File: config.mk
export PLATFORM = sky130hd
export DESIGN_NAME = wb_epbuf_dma
export DESIGN_NICKNAME = d
export VERILOG_FILES = /design/src/rtl/wb_epbuf_dma.sv
export SDC_FILE = /design/constraint.sdc
export NUM_CORES = 1
export LEC_CHECK = 0
export CORE_MARGIN = 2
export CORE_UTILIZATION = 43
export DETAILED_ROUTE_END_ITERATION = 10
export GPL_TIMING_DRIVEN = 0
export PLACE_DENSITY_LB_ADDON = 0.25
export SYNTH_ARGS = -nofsm -noshare
export SYNTH_HDL_FRONTEND = slang
export SYNTH_SLANG_ARGS = --single-unit
File: constraint.sdc
create_clock -name clk -period 2.13 [get_ports clk]
set_input_delay 0.426 -clock clk [delete_from_list [all_inputs] [get_ports clk]]
set_output_delay 0.426 -clock clk [all_outputs]
set_load 0.01 [all_outputs]
File: src/rtl/wb_epbuf_dma.sv
// Wishbone word-copy DMA between a memory slave and the USB EP-buffer bridge.
// CPU programs addresses and length over a 4-word CSR window and waits for done_stb.
module wb_epbuf_dma #(
  parameter int EW = 9,
  parameter int MW = 15,
  parameter int LW = 9
) (
  input  logic          clk,
  input  logic          rst,
  input  logic [1:0]    csr_addr,
  output logic [31:0]   csr_rdata,
  input  logic [31:0]   csr_wdata,
  input  logic          csr_we,
  input  logic          csr_cyc,
  output logic          csr_ack,
  output logic [EW-1:0] ep_addr,
  input  logic [31:0]   ep_rdata,
  output logic [31:0]   ep_wdata,
  output logic          ep_we,
  output logic          ep_cyc,
  input  logic          ep_ack,
  output logic [MW-1:0] mem_addr,
  input  logic [31:0]   mem_rdata,
  output logic [31:0]   mem_wdata,
  output logic          mem_we,
  output logic          mem_cyc,
  input  logic          mem_ack,
  output logic          done_stb
);

  typedef enum logic [1:0] {IDLE, RD, WR} state_e;

  state_e        state_q, state_d;
  logic [LW-1:0] cnt_q, cnt_d;
  logic [EW-1:0] ep_addr_q, ep_addr_d;
  logic [MW-1:0] mem_addr_q, mem_addr_d;
  logic [31:0]   data_q, data_d;
  logic          dir_q, dir_d;
  logic          done_q, done_d;
  logic          abrt_q, abrt_d;
  logic          pend_q, pend_d;
  logic          csr_ack_q;
  logic [31:0]   csr_rdata_q;
  logic [31:0]   rd_mux;

  logic busy, csr_wr, ctrl_wr, src_ack, dst_ack, last;
  logic unused_ok;

  assign busy    = (state_q != IDLE);
  assign csr_wr  = csr_cyc & csr_we & csr_ack_q;
  assign ctrl_wr = csr_wr & (csr_addr == 2'd0);
  assign src_ack = dir_q ? ep_ack : mem_ack;
  assign dst_ack = dir_q ? mem_ack : ep_ack;
  assign last    = (cnt_q == '0) | pend_q;
  assign unused_ok = ^csr_wdata;

  always_comb begin
    state_d    = state_q;
    cnt_d      = cnt_q;
    ep_addr_d  = ep_addr_q;
    mem_addr_d = mem_addr_q;
    data_d     = data_q;
    dir_d      = dir_q;
    done_d     = done_q;
    abrt_d     = abrt_q;
    done_stb   = 1'b0;
    // Abort only latches while busy; the word in flight still finishes.
    pend_d     = pend_q | (busy & ctrl_wr & csr_wdata[13]);
    case (state_q)
      IDLE: begin
        if (csr_wr) begin
          case (csr_addr)
            2'd0: if (csr_wdata[15]) begin
              cnt_d   = csr_wdata[LW-1:0];
              dir_d   = csr_wdata[14];
              done_d  = 1'b0;
              abrt_d  = 1'b0;
              pend_d  = 1'b0;
              state_d = RD;
            end
            2'd1:    ep_addr_d  = csr_wdata[EW-1:0];
            2'd2:    mem_addr_d = csr_wdata[MW-1:0];
            default: ;
          endcase
        end
      end
      RD: begin
        if (src_ack) begin
          data_d  = dir_q ? ep_rdata : mem_rdata;
          state_d = WR;
        end
      end
      WR: begin
        if (dst_ack) begin
          ep_addr_d  = ep_addr_q + EW'(1);
          mem_addr_d = mem_addr_q + MW'(1);
          if (last) begin
            state_d  = IDLE;
            done_d   = 1'b1;
            abrt_d   = pend_q;
            pend_d   = 1'b0;
            done_stb = 1'b1;
          end else begin
            cnt_d   = cnt_q - LW'(1);
            state_d = RD;
          end
        end
      end
      default: state_d = IDLE;
    endcase
  end

  always_comb begin
    rd_mux = '0;
    case (csr_addr)
      2'd0: begin
        rd_mux[31] = busy;
        rd_mux[30] = done_q;
        rd_mux[29] = abrt_q;
        rd_mux[14] = dir_q;
        rd_mux[LW:0] = busy ? ({1'b0, cnt_q} + (LW+1)'(1)) : '0;
      end
      2'd1:    rd_mux[EW-1:0] = ep_addr_q;
      2'd2:    rd_mux[MW-1:0] = mem_addr_q;
      default: rd_mux = '0;
    endcase
  end

  always_ff @(posedge clk) begin
    if (rst) begin
      state_q     <= IDLE;
      cnt_q       <= '0;
      ep_addr_q   <= '0;
      mem_addr_q  <= '0;
      data_q      <= '0;
      dir_q       <= 1'b0;
      done_q      <= 1'b0;
      abrt_q      <= 1'b0;
      pend_q      <= 1'b0;
      csr_ack_q   <= 1'b0;
      csr_rdata_q <= '0;
    end else begin
      state_q     <= state_d;
      cnt_q       <= cnt_d;
      ep_addr_q   <= ep_addr_d;
      mem_addr_q  <= mem_addr_d;
      data_q      <= data_d;
      dir_q       <= dir_d;
      done_q      <= done_d;
      abrt_q      <= abrt_d;
      pend_q      <= pend_d;
      csr_ack_q   <= csr_cyc & ~csr_ack_q;
      // Read data is only non-zero in the ack cycle.
      csr_rdata_q <= (csr_cyc & ~csr_ack_q) ? rd_mux : '0;
    end
  end

  assign csr_ack   = csr_ack_q;
  assign csr_rdata = csr_rdata_q;

  // Bus strobes come from registered state only, so an ack drops cyc next cycle.
  assign mem_cyc   = ((state_q == RD) & ~dir_q) | ((state_q == WR) & dir_q);
  assign ep_cyc    = ((state_q == RD) & dir_q) | ((state_q == WR) & ~dir_q);
  assign mem_we    = (state_q == WR) & dir_q;
  assign ep_we     = (state_q == WR) & ~dir_q;
  assign ep_addr   = ep_addr_q;
  assign mem_addr  = mem_addr_q;
  assign ep_wdata  = data_q;
  assign mem_wdata = data_q;

endmodule

==> results.yml, run 1 <==
global_route:
  grt_max_degree: 16
  grt_pass1_vias: 5565
  met2_usage: 0.4715
  grt_usage: 0.2961
  antenna_found_initial: 0
  grt_pass1_wl_um: 29830
  use_met3: 0.06695
  grt_overflow: 0
  top_usage_layer: "met2"
  met1_usage: 0.3879
run:
  maxCapViolCount: 0
cells_and_area:
  multi_input_area_sq_um: 2880
  seq_area_sq_um: 1817
  finalNetCount: 942
  fillers: 979
  drive_above_1_share: 0.1623
  syn_to_final_growth_pct: 52.14
  antenna_cells: 0
power:
  ir_worst_vdd_mv: 0.3483
  p_total_w: 0.003651
  p_per_area_nw_per_um2: 466.7
  total_leakage_power_nw: 2.898
setup_path:
  crit_required_ns: 2.38
  max_stage_delay_ns: 0.49
  cp_max_fo: 10
  slowest_stage: "clkdlybuf4s50_1"
  crit_start: "csr_addr[0]"
  worstPathArrival_ns: 2.33
  critPathTopFamily: "buffers and inverters"
  path_cells: "clkdlybuf4s50_1, nor2b_2, a32o_1, buf_2, buf_2, o21ai_0, a31o_2"
  critPathBufInv: 3
  cp_common_cell: "buf_2"
  startpoint_type: "input port"
  r2r_slack_ns: 0.06
  endpoint_kind: "flop"
  crit-reg2reg-launch: "mem_addr[1]$_SDFFE_PP0P_"
  crit_type: "in -> reg"
synthesis:
  synth_edf_count: 0
  synth_compound_area_frac: 0.2336
  synth.distinct_cells: 69
  synth-seq-cells: 90
  synthMuxAreaShare: 0.08808
  ys_seq_area_frac: 0.3504
  synthArstFlopShare: 0
  synth-xor-area-share: 0.01022
  synthFlopType: "dfxtp_1"
  synth_area_sq_um: 5142
  syn_avg_cell_area_sq_um: 8.416
  synthSimpleGateAreaFrac: 0.1864
  netlist_instances: 611
  synth_top_family_by_area: "compound AO/OA/AOI/OAI gates"
  ys_warn_count: 0
  synthAdderAreaFrac: 0.01217
timing:
  slew_headroom: 0.4803
  finalCriticalPeriod_ns: 2.085
  holdWs_ns: 0.4629
  finalHoldViolCount: 0
  finalSetupViolCount: 0
  worst_pin_slew_ns: 0.7795
  finalMaxSlewViolations: 0
  fmax_ghz: 0.4797
  worst_clock_skew_ns: 0.009160
  fin_crit_sh: 0.9787
route:
  drtIter0Drc: 514
  drc: 0
  antenna_left: 0
  routed_wl_um: 19520
  vias_per_cell: 5.782
  wl_per_cell_um: 19.90
  drtPass1Iterations: 5
  via_count: 5672
floorplanning:
  die_w_um: 113.4
  row_count: 39
  core-area_sq_um: 11560
  die-area_sq_um: 12850
  fp.dieH_um: 113.4
  pin_count: 230
  initial_core_util: 0.4447
min_path:
  holdCritStartpoint: "done_q$_SDFFE_PP0P_"
  hp-class: "reg -> reg"
cts:
  clock_sinks: 90
  clk_latency_ns: 0.36
  htreeDepth: 3
  cts_buffer_depth: 2
  cts_buffers: 9
  tritoncts: "yes"
  path_clk_slew_ns: 0.07
  clockRootBuffer: "clkbuf_16"
run_status:
  outcome: "finished clean"
placement:
  place.gp.congestion: 0.9385
  dp_hpwl_um: 14590
  io_buffers: 199
==> cells in the mapped netlist, drive strengths merged (3+ instances only) <==
cell,instances,share of area
a2111oi,5,0.0088
a211oi,42,0.061
a21o,4,0.0058
a21oi,17,0.017
a221oi,8,0.014
a22oi,6,0.0097
a31o,5,0.0085
a32o,3,0.0058
and2,10,0.012
and3,11,0.013
and4,5,0.0085
buf,62,0.082
clkbuf,35,0.026
dfxtp,90,0.35
ha,5,0.012
inv,15,0.011
mux2i,43,0.084
nand2,45,0.033
nand2b,4,0.0049
nand3,9,0.0088
nand4,11,0.013
nor2,58,0.042
nor2b,4,0.0049
nor3,11,0.011
nor3b,5,0.0073
nor4,6,0.0073
o21a,7,0.010
o21ai,21,0.023
o221ai,3,0.0051
o311ai,3,0.0051
o31a,4,0.0068
o31ai,4,0.0058
o32ai,3,0.0051
or4,5,0.0080
xnor2,4,0.0068
==> per-layer routing <==
metal	vias up	part of all wire
li1	2629	-
met1	2669	0.40
met2	320	0.48
met3	54	0.090
met4	0	0.032
met5	-	0
==> stage by stage <==
step / instances / cell area (sq um) / util / setup TNS, ns / worst slack, ns
4_1_cts: 983 / 7794 / 0.6739 / -0.01172 / -0.01140
5_1_grt: 981 / 7824 / 0.6765 / -0.03266 / -0.01568
2_1_floorplan: 624 / 5191 / - / 0 / 0.2826
6_report: 981 / 7824 / 0.6765 / 0 / 0.04546
3_5_place_dp: 966 / 7362 / 0.6366 / -29.76 / -0.8866
3_3_place_gp: 966 / 7362 / 0.6366 / -28.01 / -0.8838
==> sequential cells by signal, indices dropped and copies added (netlist names) <==
signal     count
abrt_q         1
cnt_q          9
csr_ack        1
csr_rdata     18
dir_q          1
done_q         1
ep_addr        9
ep_wdata      32
mem_addr      15
pend_q         1
state_q        2
==> final timing paths <==
check | end | depth (start not counted)
worst min register to register | done_q$_SDFFE_PP0P_ | 2
worst max-delay path | mem_addr[2]$_SDFFE_PP0P_ | 7
worst min-delay path | done_q$_SDFFE_PP0P_ | 2
worst max register to register | mem_addr[8]$_SDFFE_PP0P_ | 5
==> logic make-up after synthesis <==
logic type      Yosys count
other cells               1
xor+xnor                  6
fa+ha+maj                 5
simple gates            192
flops                    90
compound gates          160
mux                      45
buf+inv                 112
==> timing repair <==
| action | 4_1_cts | 5_1_grt |
|---|---|---|
| gates resized for setup | 62 | 27 |
| pin swaps | 4 | 2 |
| endpoints found under the setup margin | 55 | 55 |
| endpoints found under the hold margin | 0 | 0 |
| hold buffers | 0 | 0 |
| buffers inserted | 3 | 2 |
==> report_power, final <==
part           switching, W  internal [W]
combinational      0.000183      0.000238
sequential        0.0000118       0.00169
clock              0.000708      0.000823
total              0.000903       0.00275
==> layout by cell type (no fill, tap or decap), drive strengths merged, types with 6 or more instances in the layout <==
master         instances
a211oi                42
a21oi                 17
a221oi                 8
a22oi                  6
and2                  10
and3                  11
buf                   74
clkbuf                36
clkdlybuf4s50        194
conb                  14
dfxtp                 90
inv                   16
mux2i                 43
nand2                 45
nand3                  9
nand4                 11
nor2                  58
nor3                  11
nor4                   6
o21a                   7
o21ai                 21
==> area by class of cell <==
cell class	count	share of cell area
multi-input combinational	422	0.3681
timing repair buffer	204	0.2567
sequential	90	0.2322
buffer	91	0.07708
clock buffer	10	0.03055
tap	143	0.02287
inverter	15	0.007197
clock inverter	6	0.005277
==> tightest hold or removal path, delay by kind of cell (launching register included) <==
kind            cells  cell delay [ns]
compound gates      1             0.05
flops               1             0.31
simple gates        1             0.05
Note: power is estimated with default switching activity, not from simulation.
==> inputs of run 2 (changes only) <==
--- a/config.mk
+++ b/config.mk
@@ -8,6 +8,7 @@
 export CORE_MARGIN = 2
 export CORE_UTILIZATION = 43
 export DETAILED_ROUTE_END_ITERATION = 10
+export GPL_ROUTABILITY_DRIVEN = 1
 export GPL_TIMING_DRIVEN = 0
 export PLACE_DENSITY_LB_ADDON = 0.25
 export SYNTH_ARGS = -nofsm -noshare
==> results of run 2 <==
Same layout as run 1: the final DEF is identical, and so are final timing and power.
==> inputs of run 3 (changes only) <==
--- a/config.mk
+++ b/config.mk
@@ -11,6 +11,7 @@
 export GPL_ROUTABILITY_DRIVEN = 1
 export GPL_TIMING_DRIVEN = 0
 export PLACE_DENSITY_LB_ADDON = 0.25
+export SKIP_CTS_REPAIR_TIMING = 1
 export SYNTH_ARGS = -nofsm -noshare
 export SYNTH_HDL_FRONTEND = slang
 export SYNTH_SLANG_ARGS = --single-unit
==> run 3 against run 2 <==
The run now ends with setup timing left. Via count increased by 1.3%. Setup slack lost 0.084 ns. Sequential cell count stayed put. Critical path type is now reg -> out. Highest routed layer unchanged.
==> results.yml, run 3 (synthesis results as in run 1) <==
timing:
  worst_clock_skew_ns: 0.008795
  finalMaxSlewViolations: 0
  rsz0062_at_grt: "true"
  fin_ws_ns: -0.03846
  finalCriticalPeriod_ns: 2.168
  fmax_ghz: 0.4612
  finalHoldViolCount: 0
  fin_setup_tns_ns: -0.03846
  fin_crit_sh: 1.018
  finalSetupViolCount: 1
  holdWs_ns: 0.4634
  slew_headroom: 0.4801
  worst_pin_slew_ns: 0.7798
setup_path:
  endpoint_kind: "primary output"
  max_stage_delay_ns: 0.32
  critPathBufInv: 5
  r2r_slack_ns: 0.05
  crit_start: "state_q[0]$_SDFFE_PP0P_"
  crit_type: "reg -> out"
  crit_required_ns: 1.70
  cp_max_fo: 10
  path_cells: "buf_6, nand2b_1, buf_6, buf_8, buf_8, o22ai_2, buf_2"
  critPathTopFamily: "buffers and inverters"
  crit-reg2reg-launch: "mem_addr[1]$_SDFFE_PP0P_"
  r2r-end: "mem_addr[8]$_SDFFE_PP0P_"
  startpoint_type: "flop"
  slowest_stage: "dfxtp_1"
  worstPathArrival_ns: 1.74
  ff2ff_path_depth: 5
global_route:
  antenna_found_initial: 0
  grt_pass1_vias: 5525
  grt_pass1_wl_um: 29460
  grt_usage: 0.2925
  grt_max_degree: 16
  grt_overflow: 0
floorplanning:
  fp.dieH_um: 113.4
  die_w_um: 113.4
  pin_count: 230
  core-area_sq_um: 11560
  die-area_sq_um: 12850
  initial_core_util: 0.4447
  row_count: 39
placement:
  post-place-ws_ns: -0.8866
  dpl_cell_area_sq_um: 7362
  dp_hpwl_um: 14590
  place.gp.congestion: 0.9385
  io_buffers: 199
route:
  drtIter0Drc: 593
  via_count: 5743
  wl_per_cell_um: 19.70
  m1WireLength_um: 7722
  vias_per_cell: 5.795
  dr_wl_met3_um: 1891
  routed.top_layer: "met4"
  routed_wl_um: 19520
  drtPass1Iterations: 6
  antenna_left: 0
  drc: 0
  wl_met2_um: 9232
cts:
  clockRootBuffer: "clkbuf_16"
  clk_latency_ns: 0.35
  tritoncts: "yes"
  htreeDepth: 3
  cts_buffer_depth: 2
  cts_buffers: 9
  path_clk_slew_ns: 0.06
  clock_sinks: 90
min_path:
  hold_end: "done_q$_SDFFE_PP0P_"
  min_path_cells: 2
  holdCritStartpoint: "done_q$_SDFFE_PP0P_"
  hp-class: "reg -> reg"
cells_and_area:
  antenna_cells: 0
  largest_reg_flops: 32
  final_cell_area_sq_um: 7890
  final_cell_mix: "clkdlybuf4s50_1 (194), dfxtp_1 (85), buf_4 (61)"
  syn_to_final_growth_pct: 53.43
  drive_above_1_share: 0.1686
  finalNetCount: 952
  layout_commonest_cell: "clkdlybuf4s50_1"
power:
  total_leakage_power_nw: 2.962
  p_per_area_nw_per_um2: 462.0
  ir_worst_vdd_mv: 0.3495
run_status:
  violations: "setup timing"
  outcome: "complete, but fails checks"
run:
  maxCapViolCount: 0
run 3: cell types whose count changed in the layout (fill, tap and decap cells not counted), sizes merged:
cell / delta
dlygate4sd2: -1
dlymetal6s2s: +2
buf: +8
clkbuf: +1
run 3: worst max-delay path by stage:
stage	cells past startpoint	to
2_1_floorplan	6	ep_cyc
3_3_place_gp	7	ep_cyc
3_5_place_dp	7	ep_cyc
4_1_cts	7	ep_cyc
5_1_grt	5	ep_cyc
6_report	7	ep_cyc
run 3: area by class of cell:
cell class	count	area, sq um
Sequential cell	90	1813
Multi-Input combinational cell	422	2873
Tap cell	143	178.9
Buffer	92	601.8
Clock buffer	10	239.0
Clock inverter	6	41.29
Inverter	15	56.30
Timing Repair Buffer	213	2087
Fill cell	971	3675
run 3: metal layers:
metal	GRT usage	up-vias
li1	-	2659
met1	0.3899	2676
met2	0.4595	352
met3	0.05463	56
met4	0.1358	0
met5	0	-
run 3: tightest hold or removal path, delay by kind of cell (launching register included):
family             cells  cell delay [ns]
AOI/OAI and AO/OA      1             0.06
DFF                    1             0.31
and+or+nand+nor        1             0.05
run 3: power breakdown:
| group | internal (W) | leakage (nW) | switching [W] | total, W |
|---|---|---|---|---|
| Sequential | 0.00169 | 0.728 | 0.0000117 | 0.00170 |
| Clock | 0.000822 | 0.131 | 0.000697 | 0.00152 |
| Combinational | 0.000240 | 2.10 | 0.000185 | 0.000425 |
| Total | 0.00275 | 2.96 | 0.000894 | 0.00365 |
run 3: per-stage QoR:
step / total power [W] / util / std cells
after detailed placement: 0.002142 / 0.6366 / 966
after global routing: 0.003761 / 0.6822 / 991
final: 0.003645 / 0.6822 / 991
after global placement: 0.002137 / 0.6366 / 966
after CTS: 0.003642 / 0.6608 / 982
after floorplan: 0.001900 / - / 624
